## config.mk

```make
export PLATFORM = sky130hd
export DESIGN_NAME = hazard_scoreboard_unit
export DESIGN_NICKNAME = d
export VERILOG_FILES = /design/src/rtl/hazard_scoreboard_unit.sv
export SDC_FILE = /design/constraint.sdc
export NUM_CORES = 1
export LEC_CHECK = 0
export BUFFER_PORTS_ARGS = -buffer_cell sky130_fd_sc_hd__buf_4
export CORE_ASPECT_RATIO = 2
export CORE_MARGIN = 1
export CORE_UTILIZATION = 35
export CTS_CLUSTER_SIZE = 10
export DETAILED_ROUTE_END_ITERATION = 8
export PLACE_DENSITY = 0.57
export SETUP_SLACK_MARGIN = 0.5
export SLEW_MARGIN = 30
export SYNTH_ARGS = -nofsm -noshare
export SYNTH_HDL_FRONTEND = slang
export SYNTH_SLANG_ARGS = --single-unit
```

## constraint.sdc

```tcl
create_clock -name CLK -period 2.8 [get_ports CLK]
set_input_delay 0.56 -clock CLK [delete_from_list [all_inputs] [get_ports CLK]]
set_output_delay 0.56 -clock CLK [all_outputs]
set_load 0.005 [all_outputs]
```

## src/rtl/hazard_scoreboard_unit.sv

```systemverilog
// Hazard and forwarding controller for a 5-stage IF/DEC/EX/MEM/WB pipeline.
// It selects the operand forwarding source for each DEC operand.
// It also drives the stall and flush enables: load-use bubbles, memory wait and redirect squash.
// Two saturating counters record the cycles lost to load-use stalls and the redirect flushes.
module hazard_scoreboard_unit #(
  parameter int NUM_SRC  = 2,
  parameter int REG_AW   = 5,
  parameter int LOAD_LAT = 1,
  parameter int CNT_W    = 32
) (
  input  logic                      CLK,
  input  logic                      RST,
  input  logic [NUM_SRC*REG_AW-1:0] dec_rs_addr,
  input  logic [NUM_SRC-1:0]        dec_rs_used,
  input  logic [REG_AW-1:0]         ex_rd_addr,
  input  logic                      ex_reg_write,
  input  logic                      ex_is_load,
  input  logic [REG_AW-1:0]         mem_rd_addr,
  input  logic                      mem_reg_write,
  input  logic [REG_AW-1:0]         wb_rd_addr,
  input  logic                      wb_reg_write,
  input  logic                      ex_redirect,
  input  logic                      mem_req,
  input  logic                      mem_rdy,
  output logic [NUM_SRC*2-1:0]      fwd_sel,
  output logic                      stall_fe,
  output logic                      stall_all,
  output logic                      flush_dec,
  output logic                      flush_ex,
  output logic [CNT_W-1:0]          load_stall_cnt,
  output logic [CNT_W-1:0]          flush_cnt
);

  // The bubble counter only has to hold LOAD_LAT-1, because the first bubble is issued from RUN.
  localparam int BW = (LOAD_LAT > 2) ? $clog2(LOAD_LAT) : 1;

  typedef enum logic {RUN, LSTALL} state_t;

  state_t          state_q, state_d;
  logic [BW-1:0]   bub_q, bub_d;
  logic [CNT_W-1:0] lcnt_q, lcnt_d;
  logic [CNT_W-1:0] fcnt_q, fcnt_d;

  logic load_use;
  logic mem_wait;
  logic redirect;
  logic load_stall;

  // Per-operand forwarding select (youngest producer wins) and load-use detection.
  always_comb begin
    logic [REG_AW-1:0] rs;
    logic              chk;
    fwd_sel  = '0;
    load_use = 1'b0;
    for (int i = 0; i < NUM_SRC; i++) begin
      rs  = dec_rs_addr[i*REG_AW +: REG_AW];
      chk = dec_rs_used[i] && (rs != '0);
      if (chk && ex_reg_write && (ex_rd_addr == rs)) begin
        fwd_sel[i*2 +: 2] = 2'b01;
        load_use = load_use | ex_is_load;
      end else if (chk && mem_reg_write && (mem_rd_addr == rs)) begin
        fwd_sel[i*2 +: 2] = 2'b10;
      end else if (chk && wb_reg_write && (wb_rd_addr == rs)) begin
        fwd_sel[i*2 +: 2] = 2'b11;
      end
    end
  end

  // Arbitration: memory wait beats redirect, and redirect beats the load-use stall.
  // A redirect squashes the DEC instruction, so any stall it would need is moot.
  always_comb begin
    mem_wait   = mem_req & ~mem_rdy;
    redirect   = ex_redirect & ~mem_wait;
    load_stall = ~mem_wait & ~redirect & (load_use | (state_q == LSTALL));
  end

  // State register for the load-use bubble FSM.
  always_ff @(posedge CLK) begin
    if (RST) begin
      state_q <= RUN;
      bub_q   <= '0;
    end else begin
      state_q <= state_d;
      bub_q   <= bub_d;
    end
  end

  // Next state: a memory wait freezes everything, and a redirect cancels pending bubbles.
  always_comb begin
    state_d = state_q;
    bub_d   = bub_q;
    if (mem_wait) begin
      state_d = state_q;
      bub_d   = bub_q;
    end else if (redirect) begin
      state_d = RUN;
      bub_d   = '0;
    end else if (state_q == LSTALL) begin
      bub_d = bub_q - BW'(1);
      if (bub_d == '0) begin
        state_d = RUN;
      end
    end else if (load_use && (LOAD_LAT > 1)) begin
      state_d = LSTALL;
      bub_d   = BW'(LOAD_LAT - 1);
    end
  end

  // Stall and flush enables; all of them are combinational from the current inputs and state.
  always_comb begin
    stall_all = mem_wait;
    stall_fe  = mem_wait | load_stall;
    flush_dec = redirect;
    flush_ex  = redirect | load_stall;
  end

  // Next value of each saturating counter; neither counter advances during a memory wait.
  always_comb begin
    lcnt_d = lcnt_q;
    fcnt_d = fcnt_q;
    if (load_stall && (lcnt_q != '1)) begin
      lcnt_d = lcnt_q + CNT_W'(1);
    end
    if (redirect && (fcnt_q != '1)) begin
      fcnt_d = fcnt_q + CNT_W'(1);
    end
  end

  // Counter registers.
  always_ff @(posedge CLK) begin
    if (RST) begin
      lcnt_q <= '0;
      fcnt_q <= '0;
    end else begin
      lcnt_q <= lcnt_d;
      fcnt_q <= fcnt_d;
    end
  end

  assign load_stall_cnt = lcnt_q;
  assign flush_cnt      = fcnt_q;

endmodule
```

==> results.py <==
metrics = {
    "sta": {
        "setup_viol": 0,
        "fmaxAchievable_mhz": 385,
        "period_share": 0.927,
        "fin_skew_ns": 0.00473,
        "rsz0062_at_grt": "true",
        "whs_ns": 0.498,
        "relSlewSlack": 0.634,
        "tightest_slew_ns": 0.549,
        "maxSlewViolCount": 0,
        "hold_viol": 0,
        "post-route-min-period_ns": 2.60,
    },
    "clock_tree": {
        "cts_tree": "yes",
        "cts_buffers": 9,
        "cts_root_buf": "clkbuf_16",
        "clk_path_buf_depth": 2,
        "postCtsHoldBufs": 0,
        "h-tree-depth": 3,
        "clk_pin_slew_ns": 0.05,
        "worstSkewPairLatency_ns": 0.33,
        "cts_sinks": 66,
    },
    "min_path": {
        "hold_path_class": "reg -> reg",
    },
    "detailed_routing": {
        "routedWlPerCell_um": 15.9,
        "ant_nets": 0,
        "num_vias": 3791,
        "route.detailed.drc": 0,
        "drtPass1Iterations": 4,
        "drtIter0Drc": 179,
        "drt-total-wl_um": 11400,
        "via_per_inst": 5.28,
    },
    "synthesis": {
        "synth-async-reset-ratio": 0,
        "synth_edf_count": 0,
        "yosysSeqAreaShare": 0.368,
        "yosysMostFrequentCell": "dfxtp_1",
        "netlist_instances": 442,
        "syn_nets": 480,
        "yosysWarnings": 0,
        "avgSynthCellArea_um2": 8.12,
        "synthTopCellsByCount": "66 x dfxtp_1, 62 x nor2_1, 38 x nand2_1",
        "synth_top_area_share": 0.368,
        "synthTopCellsByArea": "dfxtp_1 37%, xor2_1 8.3%, xnor2_1 8.1%, nor2_1 6.5%, nand2_1 4.0%",
        "ys.flop_type": "dfxtp_1",
        "synth_top_cell_by_area": "dfxtp_1",
        "ys_types": 43,
        "syn_area_um2": 3590,
        "ys_ff_latch": 66,
    },
    "floorplanning": {
        "coreArea_um2": 10000,
        "die_x_um": 73.6,
        "die_area_um2": 10700,
        "io_pins": 108,
        "die_y_um": 145,
        "placementRows": 52,
        "initial_core_util": 0.358,
    },
    "finish": {
        "post-route-util": 0.529,
        "multi_input_area_um2": 2390,
        "syn_to_final_growth_pct": 47.6,
        "stdcell_count": 718,
        "num_antenna_cells": 0,
        "fillers": 1013,
        "drive_gt1_frac": 0.340,
        "nets": 617,
        "regArea_um2": 1330,
    },
    "placement": {
        "place.gp.congestion": 0.846,
        "hpwl_um": 8080,
        "dp.cells": 688,
        "io_buffers": 107,
    },
    "critical_path": {
        "cpPeakStageDelay_ns": 0.54,
        "crit_type": "in -> out",
        "crit_path_top_delay_cell": "or4_4",
        "worstPathCellList": "buf_8 > or4_4 > o21ai_4 > nand4b_1 > nand2_2 > a21oi_2 > o21ai_1 > buf_4",
        "cp-start-kind": "input pin",
        "cp.arrival_ns": 2.04,
        "end_kind": "output pin",
        "worst-path-max-fanout": 4,
        "required_ns": 2.24,
    },
    "power": {
        "pwr-share-clk": 0.515,
        "p_int_w": 0.00183,
        "irDropWorstVdd_mv": 0.373,
        "seqPwrFrac": 0.405,
        "fin_total_pwr_w": 0.00234,
        "p_per_area_nw_per_um2": 442,
        "pwr-share-comb": 0.080,
        "swShare": 0.216,
        "cellLeakagePower_nw": 2.02,
        "power.switching_w": 0.000506,
    },
    "global_route": {
        "grt_remaining_overflow": 0,
        "grt_pass1_vias": 3888,
        "antenna_found_initial": 0,
        "grt_start_max_net_pins": 53,
        "track_usage": 0.219,
        "grt_pass1_wl_um": 17900,
    },
    "run": {
        "drv_cap": 0,
    },
    "run_status": {
        "status": "finished, final reports clean",
    },
}
-- critical path: cells and delay by family --
family                 cells  cell delay [ns]
and+or+nand+nor            3             0.86
AOI/OAI and AO/OA          3             0.39
buffers and inverters      2             0.24
-- registers in the layout, summed over array words and instances (netlist names) --
| register | cells |
|---|---|
| bub_q | 1 |
| load_stall_cnt | 32 |
| flush_cnt | 32 |
| state_q | 1 |
-- cells in the final DEF, fill, tap and decap left out, types with 3 or more instances in the layout --
cell type  synthesis  routed
nor2b_1            3       3
inv_1             11      11
xnor2_1           33      33
and4_1             6       6
nor2_1            62      62
nand2_1           38      35
a21oi_2            0       3
and3_1             7       7
nand4_1           18      18
buf_4              0     123
xor2_1            34      34
buf_6              1       8
a21oi_1           25      22
or4_4              0       4
dfxtp_2            0       7
nand3_1           20      19
o21a_1             4       4
nor4_1             7       4
dfxtp_1           66      59
o21ai_0           14      11
nor3_1            10       8
and2_4             1       5
clkbuf_16          0       9
or3_1             11       9
o31ai_1           15      12
or4_1             15      11
-- power by group through the flow --
stage	Clock (W)	Combinational (W)	Sequential, W
floorplan	0	0.0000698	0.000966
global placement	0	0.000163	0.000966
detailed placement	0	0.000164	0.000966
CTS	0.00123	0.000184	0.000946
global route	0.00127	0.000201	0.000947
finish	0.00121	0.000186	0.000947
-- path summary, 6_finish.rpt --
kind	slack, ns	start	endpoint	cells after the start
min reg2reg	0.50	flush_cnt[1]$_SDFFE_PP0P_	flush_cnt[1]$_SDFFE_PP0P_	2
max	0.20	dec_rs_addr[3]	stall_fe	8
max reg2reg	0.39	load_stall_cnt[10]$_SDFFE_PP0P_	load_stall_cnt[26]$_SDFFE_PP0P_	8
min	0.50	flush_cnt[1]$_SDFFE_PP0P_	flush_cnt[1]$_SDFFE_PP0P_	2
-- logic make-up after synthesis --
logic type,after synthesis,share of synthesized area
AO/OA/AOI/OAI,69,0.119
XOR/XNOR,67,0.164
adder cells (fa/ha/maj),2,0.00697
buffers and inverters,23,0.0272
flip-flops,66,0.368
multiplexers,3,0.00907
AND/OR/NAND/NOR,212,0.306
-- per-layer routing --
metal / up-vias / track usage / share of wire
met5: - / 0 / 0
met4: 0 / 0.152 / 0.049
met3: 45 / 0.0444 / 0.048
met2: 124 / 0.411 / 0.56
met1: 1767 / 0.196 / 0.34
li1: 1855 / - / -
-- through the flow --
stage | worst slack [ns] | TNS (ns) | area [µm²]
after global placement | 0.0602 | 0 | 4640
after detailed placement | -0.00269 | -0.00269 | 4640
after global routing | 0.141 | 0 | 5300
after floorplan | 0.303 | 0 | 3600
final | 0.203 | 0 | 5300
after CTS | 0.185 | 0 | 5200
-- area by class of cell --
cell class,instances,share of cell area
timing repair buffer,133,0.197
inverter,11,0.00780
sequential,66,0.251
clock buffer,10,0.0451
clock inverter,5,0.0149
multi-input combinational,358,0.452
tap,135,0.0319
-- timing repair --
action | 4_1_cts | 5_1_grt
endpoints found under the setup margin | 40 | 60
resized for setup | 37 | 21
buffers inserted | 8 | 2
gates cloned | 5 | 0
endpoints found under the hold margin | 0 | 0
pin swaps | 23 | 5
Power figures use the tool's default switching activity.
